===== src/rtl/arb_pkg.sv =====
// Shared types and helpers for the round-robin grant FSM.
//   state_t  : arbiter FSM states (IDLE, GRANT, GAP)
//   rr_next  : wrap-around increment of a requester index modulo n
package arb_pkg;

    typedef enum logic [1:0] {
        IDLE  = 2'd0,
        GRANT = 2'd1,
        GAP   = 2'd2
    } state_t;

    // Next index after ptr in a ring of n requesters.
    function automatic int rr_next(input int ptr, input int n);
        return (ptr + 1 >= n) ? 0 : ptr + 1;
    endfunction

endpackage


===== src/rtl/rr_pick.sv =====
// Combinational rotating-priority encoder.
// Scans req starting at index ptr, then ptr+1, ... wrapping modulo N, and
// reports the first set bit.
// Ports:
//   req   in  N    request vector
//   ptr   in  IDW  highest-priority index (must be < N)
//   valid out 1    some request is set
//   idx   out IDW  index of the winning requester (0 when !valid)
module rr_pick #(
    parameter int N   = 4,
    parameter int IDW = 2
) (
    input  logic [N-1:0]   req,
    input  logic [IDW-1:0] ptr,
    output logic           valid,
    output logic [IDW-1:0] idx
);

    localparam logic [IDW:0] N_W = (IDW + 1)'(N);

    // cand[gi] is the requester index examined at priority rank gi;
    // rot[gi] is whether that requester is asking.
    logic [IDW-1:0] cand [N];
    logic [N-1:0]   rot;

    genvar gi;
    generate
        for (gi = 0; gi < N; gi++) begin : g_rot
            logic [IDW:0] sum;
            logic [IDW:0] wrapped;
            // ptr < N, so one conditional subtract is a full modulo.
            assign sum      = {1'b0, ptr} + (IDW + 1)'(gi);
            assign wrapped  = (sum >= N_W) ? (sum - N_W) : sum;
            assign cand[gi] = wrapped[IDW-1:0];
            assign rot[gi]  = req[cand[gi]];
        end
    endgenerate

    // Scan from lowest rank last so the lowest-ranked hit wins.
    always_comb begin
        valid = 1'b0;
        idx   = '0;
        for (int k = N - 1; k >= 0; k--) begin
            if (rot[k]) begin
                valid = 1'b1;
                idx   = cand[k];
            end
        end
    end

endmodule


===== src/rtl/rr_grant_fsm.sv =====
// Moore round-robin arbiter: grants one requester at a time, holds the grant
// while the owner keeps requesting (up to MAX_HOLD cycles), and inserts one
// dead GAP cycle between owners. The last owner is ranked lowest at the next
// arbitration. All outputs decode registered state only.
// Ports:
//   clk     in  1    clock, rising edge
//   areset  in  1    asynchronous active-high reset
//   req     in  N    level-sensitive request vector
//   gnt     out N    one-hot grant, zero when no owner
//   gnt_id  out IDW  current owner index, holds last owner when gnt==0
//   busy    out 1    high while a grant is active
//   expired out 1    one-cycle pulse in the GAP following a forced release
module rr_grant_fsm
    import arb_pkg::*;
#(
    parameter  int N        = 4,
    parameter  int MAX_HOLD = 8,
    localparam int IDW      = $clog2(N)
) (
    input  logic           clk,
    input  logic           areset,
    input  logic [N-1:0]   req,
    output logic [N-1:0]   gnt,
    output logic [IDW-1:0] gnt_id,
    output logic           busy,
    output logic           expired
);

    localparam int HW = $clog2(MAX_HOLD + 1);
    localparam logic [HW-1:0] HOLD_MAX = HW'(MAX_HOLD);

    state_t         state_reg, state_next;
    logic [IDW-1:0] owner_reg, owner_next;
    logic [IDW-1:0] ptr_reg, ptr_next;
    logic [HW-1:0]  hold_reg, hold_next;
    logic           expired_flag_reg, expired_flag_next;

    logic           pick_valid;
    logic [IDW-1:0] pick_idx;

    rr_pick #(
        .N   (N),
        .IDW (IDW)
    ) u_pick (
        .req   (req),
        .ptr   (ptr_reg),
        .valid (pick_valid),
        .idx   (pick_idx)
    );

    always_ff @(posedge clk or posedge areset) begin
        if (areset) begin
            state_reg        <= IDLE;
            owner_reg        <= '0;
            ptr_reg          <= '0;
            hold_reg         <= '0;
            expired_flag_reg <= 1'b0;
        end else begin
            state_reg        <= state_next;
            owner_reg        <= owner_next;
            ptr_reg          <= ptr_next;
            hold_reg         <= hold_next;
            expired_flag_reg <= expired_flag_next;
        end
    end

    always_comb begin
        state_next        = state_reg;
        owner_next        = owner_reg;
        ptr_next          = ptr_reg;
        hold_next         = hold_reg;
        expired_flag_next = expired_flag_reg;

        case (state_reg)
            IDLE: begin
                if (pick_valid) begin
                    state_next = GRANT;
                    owner_next = pick_idx;
                    hold_next  = HW'(1);
                end
            end
            GRANT: begin
                // A release on the same edge the limit is reached counts as
                // a normal release, so the req check comes first.
                if (!req[owner_reg]) begin
                    state_next        = GAP;
                    expired_flag_next = 1'b0;
                    ptr_next          = IDW'(rr_next(int'(owner_reg), N));
                end else if (hold_reg == HOLD_MAX) begin
                    state_next        = GAP;
                    expired_flag_next = 1'b1;
                    ptr_next          = IDW'(rr_next(int'(owner_reg), N));
                end else begin
                    hold_next = hold_reg + HW'(1);
                end
            end
            GAP: begin
                expired_flag_next = 1'b0;
                if (pick_valid) begin
                    state_next = GRANT;
                    owner_next = pick_idx;
                    hold_next  = HW'(1);
                end else begin
                    state_next = IDLE;
                end
            end
            default: begin
                state_next        = IDLE;
                expired_flag_next = 1'b0;
            end
        endcase
    end

    always_comb begin
        gnt     = '0;
        busy    = 1'b0;
        expired = 1'b0;
        gnt_id  = owner_reg;
        if (state_reg == GRANT) begin
            gnt  = N'(1) << owner_reg;
            busy = 1'b1;
        end
        if (state_reg == GAP) begin
            expired = expired_flag_reg;
        end
    end

endmodule


===== config.mk =====
export PLATFORM = sky130hd
export DESIGN_NAME = rr_grant_fsm
export DESIGN_NICKNAME = d
export VERILOG_FILES = /design/src/rtl/arb_pkg.sv /design/src/rtl/rr_pick.sv /design/src/rtl/rr_grant_fsm.sv
export SDC_FILE = /design/constraint.sdc
export NUM_CORES = 1
export LEC_CHECK = 0
export ABC_AREA = 1
export CORE_MARGIN = 2
export CORE_UTILIZATION = 56
export CTS_CLUSTER_SIZE = 16
export DETAILED_ROUTE_END_ITERATION = 8
export GPL_ROUTABILITY_DRIVEN = 0
export PLACE_DENSITY = 0.83
export SYNTH_ARGS = -nofsm -noshare
export SYNTH_HDL_FRONTEND = slang
export SYNTH_SLANG_ARGS = --single-unit

===== constraint.sdc =====
create_clock -name clk -period 3 [get_ports clk]
set_clock_uncertainty 0.2 [all_clocks]
set_input_delay 0.45 -clock clk [delete_from_list [all_inputs] [get_ports clk]]
set_output_delay 0.45 -clock clk [all_outputs]
set_load 0.02 [all_outputs]

==> flow_metrics.tcl <==
set metrics [dict create \
    path_buf_inv 3 \
    switching_share 0.5194 \
    worstMarginPinSlew_ns 0.3980 \
    vdd_drop_max_mv 0.6444 \
    final_cell_mix "nand2_1, inv_1, nand3_1" \
    cp-end-kind "output pin" \
    cpPeakStageDelay_ns 0.61 \
    ys_warn_count 0 \
    die_area_mm2 0.001906 \
    cts_inserted_buffers 3 \
    diodes 0 \
    cts_resized 0 \
    fin_util 0.7025 \
    cts_sinks 11 \
    worst-path-stages 5 \
    yosysTopAreaCell "dfrtp_1" \
    cts_setup_buffers 0 \
    antenna_found_initial 0 \
    row_count 14 \
    via_per_inst 4.933 \
    cts.clk_slew.worst_paths_ns 0.07 \
    r2r_end "hold_reg[0]" \
    pwr-share-seq 0.262 \
    place.detailed.hpwl_mm 1.402 \
    status "finished, final reports clean" \
    syn_area_um2 880.8 \
    hold_violations 0 \
    synth_top_area_share 0.3125 \
    max-clock-path-buffers 2 \
    drt_wl_total_mm 1.709 \
    grt_pass1_wl_mm 3.056 \
    largest_reg_flops 4 \
    switching_power_w 0.0005692 \
    synth.area.top_cells "dfrtp_1, nand2_1, ha_1" \
    ys_types 18 \
    start_kind "register" \
    boundaryPins 14 \
    fp.dieH_um 43.66 \
    syn_nets 144 \
    ys_seq_elements 11 \
    first_iter_violations 13 \
    drc 0 \
    critPathLaunch "gnt_id[0]" \
    io_buffers 13 \
    path_delay_family "buffers and inverters" \
    crit_type "reg2out" \
    layout_commonest_cell "nand2_1" \
    worstSkewPairLatency_ns 0.27 \
    grt_pass1_vias 779 \
    ys_seq_area_frac 0.3125 \
    fillers 131 \
    worstPathCellList "inv_2 -> ha_1 -> inv_1 -> nor2_1 -> clkdlybuf4s50_1" \
    drive_above_1_share 0.1554 \
    r2r_slack_ns 1.28 \
    crit-reg2reg-launch "ptr_reg[0]" \
    htree_num_levels 1 \
    hold_buffers 0 \
    grtUsageTotal 0.2147 \
    final.setup.tns_ns 0 \
    slowest_stage "clkdlybuf4s50_1" \
    combPwrFrac 0.644 \
    area_growth_pct 18.75 \
    slew_violations 0 \
    fmax_mhz 409.1 \
    p_int_w 0.0005266 \
    die-width_um 43.66 \
    endpoint "gnt[2]" \
    grt-ovfl-total 0 \
    hold_path.class "in2async" \
    cts_tree "done" \
    grt_max_degree 12 \
    syn_inst 132 \
    setup_viol 0 \
    min_period_ns 2.444 \
    finalCritPeriodShare 0.8148 \
    antenna_left 0 \
    p_leak_nw 0.5588 \
    seq_area_um2 275.3 \
    rsz0062_at_grt "false" \
    nets 161 \
    post_synth.cell_area_avg_um2 6.673 \
    dr.pass1.iters 4 \
    clock_power_share 0.094 \
    cts_root_buffer "clkbuf_4" \
    wl_per_cell_um 10.42 \
    floorplan.core_area_mm2 0.001489 \
    num_vias 809 \
    worstPathRequired_ns 2.35 \
    maxCapViolCount 0 \
    initial_core_util 0.5916 \
    maxSlewHeadroom 0.7344 \
    r2r_cells 11 \
    p_per_area_mw_per_mm2 1048 \
    multi_input_area_um2 495.5 \
    critical_path_arrival_ns 1.79 \
    path_max_fanout 7 \
]
-- worst register-to-register path: cells and delay by family, from the launching register on --
kind	cells	cell delay, ns
flip-flops	1	0.54
buffers and inverters	1	0.09
AND/OR/NAND/NOR	10	0.79
-- through the flow --
step	setup slack [ns]	power (W)	cells	instance area (um^2)	hold slack (ns)
final	0.5557	0.001096	164	1046	0.2547
after global routing	0.4528	0.001221	164	1046	0.3154
after CTS	0.5466	0.001103	164	1046	0.2749
after detailed placement	0.8476	0.0009999	160	1020	0.3327
after global placement	0.9017	0.0009813	160	1020	0.3185
after floorplan	1.147	0.0008215	132	880.8	0.1024
-- synthesized netlist by cell type --
library cell,number
xor2_1,1
nor2_1,10
buf_6,1
inv_1,20
o21ai_1,2
and2_1,1
inv_2,4
nand2_2,9
nor3_1,1
o21ai_0,5
ha_1,6
nor2_2,3
dfrtp_1,11
nand3_1,15
nand2_4,2
nand2_1,39
inv_6,1
o21ai_2,1
-- per-layer routing --
layer  vias up  wire [um]  global-route usage
met4         0         27             0.07273
met2        13        866              0.3824
met5         -          0                   0
li1        432          -                   -
met3         4         66             0.04167
met1       360        748              0.2560
-- final cells by class --
cell class / count / area share
repair buffers: 13 / 0.1244
well taps: 16 / 0.01914
inverters: 25 / 0.09450
clock buffers: 4 / 0.02512
multi-input cells: 95 / 0.4737
flip-flops and latches: 11 / 0.2632
-- power by group through the flow --
stage / Clock [W] / Combinational (W) / Sequential (W)
final: 0.000103 / 0.000706 / 0.000287
after floorplan: 0 / 0.000549 / 0.000273
after global placement: 0 / 0.000697 / 0.000285
after CTS: 0.000103 / 0.000715 / 0.000286
after detailed placement: 0 / 0.000712 / 0.000288
after global routing: 0.000112 / 0.000813 / 0.000296
-- logic make-up after synthesis --
kind of cell,Yosys count,share of synthesized area
flip-flops,11,0.3125
AO/OA/AOI/OAI,8,0.04971
adder cells (fa/ha/maj),6,0.08523
XOR/XNOR,1,0.009945
AND/OR/NAND/NOR,80,0.4176
buffers and inverters,26,0.1250
-- how the worst min path moves through the flow --
stage	depth (start not counted)	slack, ns	to	from
4_1_cts	2	0.27	gnt_id[1]	areset
6_report	2	0.25	state_reg[0]	areset
2_1_floorplan	1	0.10	expired_flag_reg	areset
5_1_grt	2	0.32	expired_flag_reg	areset
3_5_place_dp	2	0.33	expired_flag_reg	expired_flag_reg
3_3_place_gp	2	0.32	expired_flag_reg	expired_flag_reg
Note: power is estimated with default switching activity, not from simulation.
